### config.mk
export PLATFORM = sky130hd
export DESIGN_NAME = sha256_digest_tx_flat
export DESIGN_NICKNAME = d
export VERILOG_FILES = /design/src/rtl/sha256_pkg.sv /design/src/rtl/sha256_digest_tx_if.sv /design/src/rtl/sha256_dig_fifo.sv /design/src/rtl/sha256_digest_tx.sv /design/src/flat_wrapper.sv
export SDC_FILE = /design/constraint.sdc
export NUM_CORES = 1
export LEC_CHECK = 0
export CORE_MARGIN = 2
export CORE_UTILIZATION = 59
export DETAILED_ROUTE_END_ITERATION = 12
export PLACE_DENSITY = 0.93
export SYNTH_ARGS = -nofsm -noshare
export SYNTH_HDL_FRONTEND = slang
export SYNTH_SLANG_ARGS = --single-unit
### constraint.sdc
create_clock -name clk -period 13.5 [get_ports clk]
set_input_delay 2.7 -clock clk [delete_from_list [all_inputs] [get_ports clk]]
set_output_delay 2.7 -clock clk [all_outputs]
set_load 0.005 [all_outputs]
### src/rtl/sha256_pkg.sv
// Shared constants, FSM state type and word-select helper for the SHA-256 digest
// transmit path.
package sha256_pkg;

    localparam int unsigned DIGEST_W = 256;
    localparam int unsigned WORD_W   = 32;
    localparam int unsigned NWORDS   = 8;
    localparam int unsigned IDX_W    = 3;

    typedef enum logic [0:0] {
        IDLE,
        SEND
    } tx_state_e;

    // Word idx of a digest in stream order; msw_first puts bits [255:224] at idx 0.
    function automatic logic [WORD_W-1:0] sel_word(input logic [DIGEST_W-1:0] digest,
                                                   input logic [IDX_W-1:0]    idx,
                                                   input bit                  msw_first);
        logic [IDX_W-1:0] pos;
        pos = msw_first ? (3'(NWORDS - 1) - idx) : idx;
        return digest[int'(pos) * WORD_W +: WORD_W];
    endfunction

endpackage

### src/rtl/sha256_digest_tx_if.sv
// Digest input strobe and 32-bit word output stream of the digest transmitter.
interface sha256_digest_tx_if;
    import sha256_pkg::*;

    logic                s_valid;
    logic [DIGEST_W-1:0] s_data;
    logic                d_valid;
    logic [WORD_W-1:0]   d_data;
    logic                d_last;
    logic [IDX_W-1:0]    d_idx;
    logic                d_ready;

    modport master (
        output s_valid, s_data, d_ready,
        input  d_valid, d_data, d_last, d_idx
    );

    modport slave (
        input  s_valid, s_data, d_ready,
        output d_valid, d_data, d_last, d_idx
    );

endinterface

### src/rtl/sha256_dig_fifo.sv
// DEPTH-entry synchronous FIFO of 256-bit digests. Besides the current head it
// exposes the head and emptiness as they will be after this cycle's push/pop.
module sha256_dig_fifo
    import sha256_pkg::*;
#(
    parameter int unsigned DEPTH = 2
) (
    input  logic                clk,
    input  logic                reset_n,
    input  logic                push,
    input  logic                pop,
    input  logic [DIGEST_W-1:0] wdata,
    output logic                full,
    output logic                empty,
    output logic [DIGEST_W-1:0] head,
    output logic [DIGEST_W-1:0] head_next,
    output logic                empty_next
);

    localparam int unsigned PtrW = (DEPTH > 1) ? $clog2(DEPTH) : 1;
    localparam int unsigned CntW = $clog2(DEPTH + 1);

    logic [DIGEST_W-1:0] mem_q [DEPTH];
    logic [DIGEST_W-1:0] mem_d [DEPTH];
    logic [PtrW-1:0]     wr_q, wr_d, rd_q, rd_d;
    logic [CntW-1:0]     cnt_q, cnt_d;

    function automatic logic [PtrW-1:0] ptr_inc(input logic [PtrW-1:0] p);
        return (p == PtrW'(DEPTH - 1)) ? '0 : p + 1'b1;
    endfunction

    // A push while full is only issued together with a pop, so the write may land
    // on the slot that is being released this same cycle.
    always_comb begin
        mem_d = mem_q;
        wr_d  = wr_q;
        rd_d  = rd_q;
        cnt_d = cnt_q;
        if (push) begin
            mem_d[wr_q] = wdata;
            wr_d        = ptr_inc(wr_q);
        end
        if (pop) begin
            rd_d = ptr_inc(rd_q);
        end
        case ({push, pop})
            2'b10:   cnt_d = cnt_q + 1'b1;
            2'b01:   cnt_d = cnt_q - 1'b1;
            default: cnt_d = cnt_q;
        endcase
    end

    always_ff @(posedge clk) begin
        if (!reset_n) begin
            wr_q  <= '0;
            rd_q  <= '0;
            cnt_q <= '0;
        end else begin
            wr_q  <= wr_d;
            rd_q  <= rd_d;
            cnt_q <= cnt_d;
        end
    end

    always_ff @(posedge clk) begin
        mem_q <= mem_d;
    end

    assign full       = (cnt_q == CntW'(DEPTH));
    assign empty      = (cnt_q == '0);
    assign head       = mem_q[rd_q];
    assign head_next  = mem_d[rd_d];
    assign empty_next = (cnt_d == '0);

endmodule

### src/rtl/sha256_digest_tx.sv
// Buffers 256-bit digests from the hash core and streams each one out as eight
// 32-bit words with a last marker; digests arriving with the buffer full are dropped.
module sha256_digest_tx
    import sha256_pkg::*;
#(
    parameter int unsigned DEPTH     = 2,
    parameter bit          MSW_FIRST = 1'b1
) (
    input  logic                     clk,
    input  logic                     reset_n,
    sha256_digest_tx_if.slave        bus,
    output logic                     busy,
    output logic                     ovf,
    input  logic                     ovf_clr
);

    logic                full, empty, empty_next;
    logic [DIGEST_W-1:0] head, head_next;
    logic                accept, pop, push, drop;

    tx_state_e           state_q;
    logic                d_valid_q, d_last_q, busy_q, ovf_q;
    logic [WORD_W-1:0]   d_data_q;
    logic [IDX_W-1:0]    d_idx_q;

    assign accept = d_valid_q & bus.d_ready;
    assign pop    = accept & (d_idx_q == 3'(NWORDS - 1)) & ~empty;
    // A pop frees a slot in the same cycle, so a full buffer still takes the digest.
    assign push   = bus.s_valid & (~full | pop);
    assign drop   = bus.s_valid & full & ~pop;

    sha256_dig_fifo #(
        .DEPTH (DEPTH)
    ) u_fifo (
        .clk        (clk),
        .reset_n    (reset_n),
        .push       (push),
        .pop        (pop),
        .wdata      (bus.s_data),
        .full       (full),
        .empty      (empty),
        .head       (head),
        .head_next  (head_next),
        .empty_next (empty_next)
    );

    always_ff @(posedge clk) begin
        if (!reset_n) begin
            state_q   <= IDLE;
            d_valid_q <= 1'b0;
            d_data_q  <= '0;
            d_idx_q   <= '0;
            d_last_q  <= 1'b0;
            busy_q    <= 1'b0;
            ovf_q     <= 1'b0;
        end else begin
            busy_q <= ~empty_next;

            if (drop) begin
                ovf_q <= 1'b1;
            end else if (ovf_clr) begin
                ovf_q <= 1'b0;
            end

            case (state_q)
                IDLE: begin
                    if (!empty_next) begin
                        state_q   <= SEND;
                        d_valid_q <= 1'b1;
                        d_idx_q   <= '0;
                        d_data_q  <= sel_word(head_next, '0, MSW_FIRST);
                        d_last_q  <= 1'b0;
                    end
                end
                SEND: begin
                    if (accept) begin
                        if (!pop) begin
                            d_idx_q  <= d_idx_q + 3'd1;
                            d_data_q <= sel_word(head, d_idx_q + 3'd1, MSW_FIRST);
                            d_last_q <= (d_idx_q == 3'(NWORDS - 2));
                        end else if (!empty_next) begin
                            // Next digest follows with no idle cycle.
                            d_idx_q  <= '0;
                            d_data_q <= sel_word(head_next, '0, MSW_FIRST);
                            d_last_q <= 1'b0;
                        end else begin
                            state_q   <= IDLE;
                            d_valid_q <= 1'b0;
                            d_idx_q   <= '0;
                            d_data_q  <= '0;
                            d_last_q  <= 1'b0;
                        end
                    end
                end
                default: begin
                    state_q   <= IDLE;
                    d_valid_q <= 1'b0;
                end
            endcase
        end
    end

    assign bus.d_valid = d_valid_q;
    assign bus.d_data  = d_data_q;
    assign bus.d_idx   = d_idx_q;
    assign bus.d_last  = d_last_q;
    assign busy        = busy_q;
    assign ovf         = ovf_q;

endmodule

### src/flat_wrapper.sv
// flat-port wrapper written by rule: the top's interface ports become plain ports
module sha256_digest_tx_flat import sha256_pkg::*;
#(
    parameter int unsigned DEPTH     = 2,
    parameter bit          MSW_FIRST = 1'b1
)
  (clk, reset_n, busy, ovf, ovf_clr, bus_s_valid, bus_s_data, bus_d_ready, bus_d_valid, bus_d_data, bus_d_last, bus_d_idx);
  sha256_digest_tx_if bus_i ();
  input  logic clk;
  input  logic reset_n;
  output logic busy;
  output logic ovf;
  input  logic ovf_clr;
  input wire logic [$bits(bus_i.s_valid)-1:0] bus_s_valid;
  input wire logic [$bits(bus_i.s_data)-1:0] bus_s_data;
  input wire logic [$bits(bus_i.d_ready)-1:0] bus_d_ready;
  output wire logic [$bits(bus_i.d_valid)-1:0] bus_d_valid;
  output wire logic [$bits(bus_i.d_data)-1:0] bus_d_data;
  output wire logic [$bits(bus_i.d_last)-1:0] bus_d_last;
  output wire logic [$bits(bus_i.d_idx)-1:0] bus_d_idx;
  assign bus_i.s_valid = bus_s_valid;
  assign bus_i.s_data = bus_s_data;
  assign bus_i.d_ready = bus_d_ready;
  assign bus_d_valid = bus_i.d_valid;
  assign bus_d_data = bus_i.d_data;
  assign bus_d_last = bus_i.d_last;
  assign bus_d_idx = bus_i.d_idx;
  sha256_digest_tx #(.DEPTH(DEPTH), .MSW_FIRST(MSW_FIRST)) u_core (.clk(clk), .reset_n(reset_n), .bus(bus_i), .busy(busy), .ovf(ovf), .ovf_clr(ovf_clr));
endmodule
==> flow_summary_export.csv, run 1 <==
group,metric,value,unit
status,status,"completed",
routing,vias_per_cell,6.619,
clock_tree,htree_num_levels,2,
floorplanning,chipWidth,198.4,µm
global_route,wire_length_of_the_first_global_routing_pass,85690,µm
global_route,grt_ovf,0,
clock_tree,cts-root-to-sink-buffers,3,
clock_tree,cts.reportedPaths.clkPinSlew,60,ps
layout,finish.net_count,1793,
routing,drt_iter0_markers,1715,
clock_tree,cts_resized,0,
logic_synthesis,yosysUniqueCellTypes,45,
critical_path,timing.critical_path.cells,"clkdlybuf4s50_1 > and3_1 > o21a_2 > nand2_4 > inv_8 > buf_4",
timing,slew_at_the_pin_closest_to_its_max_slew_limit,1325,ps
clock_tree,clock_latency,610,ps
timing,timing.clock.skew,29.57,ps
critical_path,cp_data_arrival_time,6500,ps
timing,finalMaxSlewViolations,0,
critical_path,path_delay_family,"buffers and inverters",
floorplanning,rows,71,
hold_path,hold_removal_path_class,"reg2reg",
clock_tree,cts_bufs_inserted,54,
critical_path,cp.depth,6,
layout,areaGrowthSynthToFinish,23.46,%
clock_tree,ctsRootBufferMaster,"sky130_fd_sc_hd__clkbuf_16",
layout,final_core_utilization,73.57,%
clock_tree,tritoncts,"done",
global_route,grt_max_degree,190,
layout,register_area,15620,µm²
routing,route.detailed.wl_per_inst,28.03,µm
logic_synthesis,synthesis.instances,1250,
critical_path,worst-r2r-cell-count,8,
critical_path,worst_path_largest_cell_delay,980,ps
timing,report.final.hold_viol_count,0,
global_route,antenna_found_initial,12,
timing,finalCritPeriodShare,46.51,%
logic_synthesis,syn-num-nets,1514,
routing,detail_route.wirelength,58840,µm
logic_synthesis,synth-seq-cells,556,
clock_tree,post-cts-setup-buffer-count,0,
routing,detail_route.drc_violations,0,
floorplanning,pin_count,300,
logic_synthesis,synth.cell_area,22290,µm²
global_route,groute.usage.overall,29.78,%
layout,multi_input_area,6304,µm²
logic_synthesis,synthMostInstantiatedCell,"sky130_fd_sc_hd__edfxtp_1",
clock_tree,number_of_clock_sinks,556,
timing,unrepaired_setup_endpoints_after_global_routing,"no",
timing,totalNegativeSetupSlack,0,ps
timing,max-slew-margin-rel,11.55,%
critical_path,reg2reg_from,"u_core.bus.d_idx[0]",
critical_path,worst-path-buf-inv,3,
place,post-place-cells,1984,
floorplanning,core_outline_area,37400,µm²
routing,detail-route-antenna-nets,0,
logic_synthesis,yosysWarnings,0,
timing,post-route-min-period,6278,ps
clock_tree,holdBufCountCts,0,
global_route,via_count_of_the_first_global_routing_pass,14360,
pwr,vdd.ir_drop.worst,0.0001275,V
critical_path,cp-startpoint,"bus_d_ready",
floorplanning,die_area,39340,µm²
critical_path,cp-end-kind,"register",
logic_synthesis,yosys_most_used_dff,"sky130_fd_sc_hd__edfxtp_1",
layout,finalNonFillerCells,2099,
pwr,power.total,0.004039,W
pwr,power_per_cell_area,146.8,nW/µm²
logic_synthesis,synth_async_sr_flop_share,0,%
logic_synthesis,synthTopCellsByCount,"sky130_fd_sc_hd__edfxtp_1, sky130_fd_sc_hd__mux4_2, sky130_fd_sc_hd__dfxtp_1",
layout,layout.filler_cells,2073,
logic_synthesis,synthDominantAreaCellType,"sky130_fd_sc_hd__edfxtp_1",
job,timing.max_cap.violations,0,
logic_synthesis,ys_seq_area_share,70.07,%
pwr,power_leakage,9.166,nW
layout,final_layout_size_suffix_gt1_share,19.70,%
logic_synthesis,yosys-top-cells-area,"sky130_fd_sc_hd__edfxtp_1, sky130_fd_sc_hd__mux4_2, sky130_fd_sc_hd__dfxtp_1",
critical_path,critical-path-slowest-cell,"sky130_fd_sc_hd__buf_4",
critical_path,critical_path_fanouts_max,145,
critical_path,setup.worst_path.start_class,"input port",
place,gp_congestion,0.8124,
floorplanning,floorplan.initialDensity,59.59,%
critical_path,required,13730,ps
logic_synthesis,mean_cell_area_of_the_mapped_netlist,17.83,µm²
timing,max_freq,0.1593,GHz
logic_synthesis,yosysTopAreaCellShare,60.36,%
place,dp_hpwl,34970,µm
routing,drt_first_pass_iters,6,
floorplanning,chipHeight,198.4,µm
logic_synthesis,synth_enable_flop_cells,448,
place,portBuffers,299,
critical_path,regToRegSetupSlack,8580,ps
routing,num_vias,13890,
timing,finalSetupViolCount,0,
critical_path,critical_path_class,"in2reg",
kinds of logic (layout without fill, tap and decap cells):
kind of cell               Yosys count  count (layout)  share of synthesized area, %
other                                0              14                             0
and+or+nand+nor                    186             186                         4.020
adders and majority gates            3               3                        0.1684
DFF                                556             556                         70.07
xor gates and xnor gates             3               3                        0.1179
buffers and inverters               97             421                         2.010
AOI/OAI and AO/OA                  182             182                         6.703
muxes                              223             223                         16.92
worst min-delay path by stage:
| stage | cells after the start | from | slack [ps] | to |
|---|---|---|---|---|
| after floorplan | 1 | u_core.u_fifo.mem_q[236] | 470 | u_core.u_fifo.mem_q[236] |
| after global placement | 1 | u_core.bus.d_data[1] | 470 | u_core.bus.d_data[1] |
| after detailed placement | 2 | u_core.ovf | 480 | u_core.ovf |
| after CTS | 2 | u_core.ovf | 490 | u_core.ovf |
| after global routing | 1 | u_core.bus.d_data[10] | 510 | u_core.bus.d_data[10] |
| final | 2 | u_core.ovf | 490 | u_core.ovf |
placed cells by master (no fill, tap or decap), types with 3 or more instances in the layout:
cell                                n
sky130_fd_sc_hd__a221o_1           32
sky130_fd_sc_hd__a31oi_1            4
sky130_fd_sc_hd__nor2_2             4
sky130_fd_sc_hd__nand2_1           37
sky130_fd_sc_hd__inv_1              6
sky130_fd_sc_hd__clkdlybuf4s50_1  299
sky130_fd_sc_hd__mux4_2           115
sky130_fd_sc_hd__clkinv_1          12
sky130_fd_sc_hd__edfxtp_1         448
sky130_fd_sc_hd__clkbuf_1          10
sky130_fd_sc_hd__clkbuf_16         55
sky130_fd_sc_hd__a21oi_1           35
sky130_fd_sc_hd__nor2_1            30
sky130_fd_sc_hd__mux2i_1           29
sky130_fd_sc_hd__nand3_1           66
sky130_fd_sc_hd__buf_4             12
sky130_fd_sc_hd__nand2b_1           3
sky130_fd_sc_hd__diode_2           14
sky130_fd_sc_hd__clkinv_2          10
sky130_fd_sc_hd__clkbuf_8           5
sky130_fd_sc_hd__a2bb2oi_1         13
sky130_fd_sc_hd__o21ai_0            3
sky130_fd_sc_hd__dfxtp_1          107
sky130_fd_sc_hd__nand4_1           33
sky130_fd_sc_hd__bufinv_16          5
sky130_fd_sc_hd__o221a_1           30
sky130_fd_sc_hd__a22oi_1           51
sky130_fd_sc_hd__mux2_2            79
power breakdown:
part / internal (W) / switching [W] / total, W
registers: 0.00202 / 0.0000869 / 0.00211
logic: 0.000218 / 0.000195 / 0.000413
clock network: 0.000871 / 0.000643 / 0.00151
through the flow:
| stage | setup WS (ps) | instance area [µm²] | hold slack [ps] |
|---|---|---|---|
| final | 7222 | 27510 | 489.1 |
| after global routing | 7098 | 27500 | 507.7 |
| after CTS | 7376 | 27480 | 491.4 |
| after detailed placement | 6765 | 25700 | 477.5 |
| after global placement | 6906 | 25700 | 468.6 |
| after floorplan | 5058 | 22290 | 473.9 |
layer usage:
layer	share of wire [%]	vias to the layer above	track usage, %
met4	4.1	4	14.54
met2	52	962	50.93
met5	0.039	-	0
met3	10	171	6.490
met1	34	7014	36.07
li1	-	5742	-
cell type report:
cell class                      count  share of cell area, %
Inverter                            8                 0.1364
Multi-Input combinational cell    597                  22.91
Tap cell                          511                  2.324
Clock inverter                     31                  1.069
Antenna cell                       14                 0.1273
Timing Repair Buffer              312                  11.28
Clock buffer                       70                  5.389
Sequential cell                   556                  56.77
worst min-delay path, delay by kind of cell (launching register included):
family | cells | cell delay [ps]
AOI/OAI and AO/OA | 1 | 60
DFF | 1 | 330
and+or+nand+nor | 1 | 70
Note: power is estimated with default switching activity, not from simulation.
==> inputs of run 2 (changes only) <==
--- a/config.mk
+++ b/config.mk
@@ -6,9 +6,9 @@
 export NUM_CORES = 1
 export LEC_CHECK = 0
 export CORE_MARGIN = 2
-export CORE_UTILIZATION = 59
+export CORE_UTILIZATION = 50
 export DETAILED_ROUTE_END_ITERATION = 12
-export PLACE_DENSITY = 0.93
+export PLACE_DENSITY = 0.85
 export SYNTH_ARGS = -nofsm -noshare
 export SYNTH_HDL_FRONTEND = slang
 export SYNTH_SLANG_ARGS = --single-unit
==> constraint.sdc (replaced) <==
create_clock -name clk -period 5.2 [get_ports clk]
set_input_delay 1.04 -clock clk [delete_from_list [all_inputs] [get_ports clk]]
set_output_delay 1.04 -clock clk [all_outputs]
set_load 0.005 [all_outputs]
==> flow_summary_export.csv, run 2 (synthesis results as in run 1) <==
group,metric,value,unit
timing,timing.clock.skew,29.01,ps
floorplanning,floorplan.initialDensity,50.51,%
routing,num_vias,13410,
timing,report.final.hold_viol_count,0,
clock_tree,number_of_clock_sinks,556,
hold_path,min_delay_path_depth,1,
floorplanning,core_outline_area,44120,µm²
floorplanning,chipWidth,215.1,µm
clock_tree,post-cts-setup-buffer-count,0,
global_route,grt_max_degree,125,
layout,finalNonFillerCells,2184,
routing,detail_route.wirelength,57550,µm
critical_path,critical_path_fanouts_max,48,
floorplanning,pin_count,300,
timing,max_freq,0.2535,GHz
routing,drt_iter0_markers,1486,
place,portBuffers,299,
place,gp_congestion,0.8373,
floorplanning,chipHeight,215.1,µm
layout,multi_input_area,6317,µm²
timing,unrepaired_setup_endpoints_after_global_routing,"no",
layout,most-common-layout-cells,"sky130_fd_sc_hd__edfxtp_1, sky130_fd_sc_hd__clkdlybuf4s50_1, sky130_fd_sc_hd__mux4_2, sky130_fd_sc_hd__dfxtp_1, sky130_fd_sc_hd__mux2_2",
global_route,grt_ovf,0,
global_route,antenna_found_initial,12,
job,timing.max_cap.violations,0,
critical_path,critical_path.reg2reg.endpoint,"u_core.bus.d_data[16]",
timing,max-slew-margin-rel,13.99,%
floorplanning,rows,77,
critical_path,required,5670,ps
place,dp_hpwl,36390,µm
global_route,wire_length_of_the_first_global_routing_pass,85330,µm
critical_path,timing.critical_path.cells,"clkinv_1 > ha_4 > nor2b_1 > a2bb2oi_1 > a22oi_1 > nor2_1 > a221o_1",
critical_path,path_delay_family,"simple AND/OR/NAND/NOR gates",
hold_path,timing.hold.worst_endpoint,"u_core.bus.d_data[2]",
critical_path,worst-path-buf-inv,1,
routing,route.detailed.wl_per_inst,26.35,µm
pwr,vdd.ir_drop.worst,0.0003222,V
clock_tree,htree_num_levels,2,
timing,slew_at_the_pin_closest_to_its_max_slew_limit,1285,ps
clock_tree,ctsRootBufferMaster,"sky130_fd_sc_hd__clkbuf_16",
pwr,power_leakage,9.201,nW
clock_tree,cts-root-to-sink-buffers,3,
global_route,via_count_of_the_first_global_routing_pass,13700,
clock_tree,holdBufCountCts,0,
layout,layout_commonest_cell,"sky130_fd_sc_hd__edfxtp_1",
clock_tree,tritoncts,"done",
critical_path,critical_path_class,"reg2reg",
layout,finish.net_count,1802,
global_route,groute.usage.overall,24.57,%
clock_tree,cts_bufs_inserted,54,
clock_tree,cts.reportedPaths.clkPinSlew,70,ps
critical_path,cp_data_arrival_time,4420,ps
hold_path,hold_removal_path_class,"reg2reg",
pwr,power_per_cell_area,374.1,nW/µm²
layout,areaGrowthSynthToFinish,24.61,%
layout,final_layout_size_suffix_gt1_share,20.16,%
timing,finalCritPeriodShare,75.86,%
critical_path,worst-r2r-cell-count,7,
critical_path,reg2reg_from,"u_core.bus.d_idx[0]",
timing,post-route-min-period,3945,ps
routing,drt_first_pass_iters,7,
critical_path,worst_path_largest_cell_delay,1040,ps
place,post-place-cells,2074,
routing,detail_route.drc_violations,0,
clock_tree,cts_resized,0,
hold_path,timing.hold.worst.start,"u_core.bus.d_data[2]",
critical_path,setup.worst_path.start_class,"register",
routing,detail-route-antenna-nets,0,
timing,finalSetupViolCount,0,
critical_path,critical-path-slowest-cell,"sky130_fd_sc_hd__ha_4",
timing,finalMaxSlewViolations,0,
routing,vias_per_cell,6.141,
layout,layout.filler_cells,3094,
place,dpl-instance-area,26010,µm²
layout,stdcell_area,27770,µm²
floorplanning,die_area,46280,µm²
critical_path,cp-end-kind,"register",
critical_path,regToRegSetupSlack,1260,ps
status,status,"completed",
clock_tree,clock_latency,600,ps
layout,register_area,15620,µm²
## run 2: changes by cell type in the layout (fill, tap and decap cells not counted), moves of 2 or more
cell                         previous run  this run
sky130_fd_sc_hd__diode_2               14        10
sky130_fd_sc_hd__clkbuf_1              10        12
sky130_fd_sc_hd__clkinvlp_4             2         5
sky130_fd_sc_hd__clkinv_4               0         2
sky130_fd_sc_hd__clkinv_1              12        10
sky130_fd_sc_hd__buf_12                 1        11
sky130_fd_sc_hd__clkbuf_8               5         3
## run 2: area by class of cell
type	instances	area share [%]
Sequential cell	556	56.24
Multi-Input combinational cell	597	22.75
Timing Repair Buffer	321	11.87
Clock buffer	69	5.177
Tap cell	592	2.667
Clock inverter	31	1.086
Inverter	8	0.1216
Antenna cell	10	0.09011
## run 2: stage by stage
step	hold slack (ps)	TNS, ps	power (W)	utilization (%)	setup WS [ps]
2_1_floorplan	473.9	-30780	0.006077	-	-204.9
3_3_place_gp	469.0	0	0.006540	58.94	1306
3_5_place_dp	475.8	0	0.006608	58.94	1240
4_1_cts	489.6	0	0.01043	62.88	1340
5_1_grt	508.2	0	0.01069	62.92	1091
6_report	488.8	0	0.01039	62.94	1255
## run 2: power breakdown
| part | leakage [nW] | internal (W) | switching (W) | total [W] |
|---|---|---|---|---|
| Combinational | 3.27 | 0.000583 | 0.000501 | 0.00108 |
| Clock | 0.841 | 0.00221 | 0.00164 | 0.00385 |
| Sequential | 5.09 | 0.00525 | 0.000206 | 0.00546 |
## run 2: metal layers
layer  wire length (µm)  track usage [%]
met1              22860            32.93
met2              28360            39.69
met4               1685            9.195
met3               4593            5.407
met5                 46                0
## run 2: how the worst max path moves through the flow
stage	from	endpoint	slack, ps	depth (start not counted)
floorplan	bus_d_ready	u_core.u_fifo.mem_q[255]	-200	6
global placement	bus_s_valid	u_core.bus.d_data[29]	1310	7
detailed placement	bus_s_valid	u_core.bus.d_data[26]	1240	7
CTS	u_core.bus.d_idx[0]	u_core.bus.d_data[16]	1340	7
global route	u_core.bus.d_idx[0]	u_core.bus.d_data[16]	1090	7
finish	u_core.bus.d_idx[0]	u_core.bus.d_data[16]	1260	7
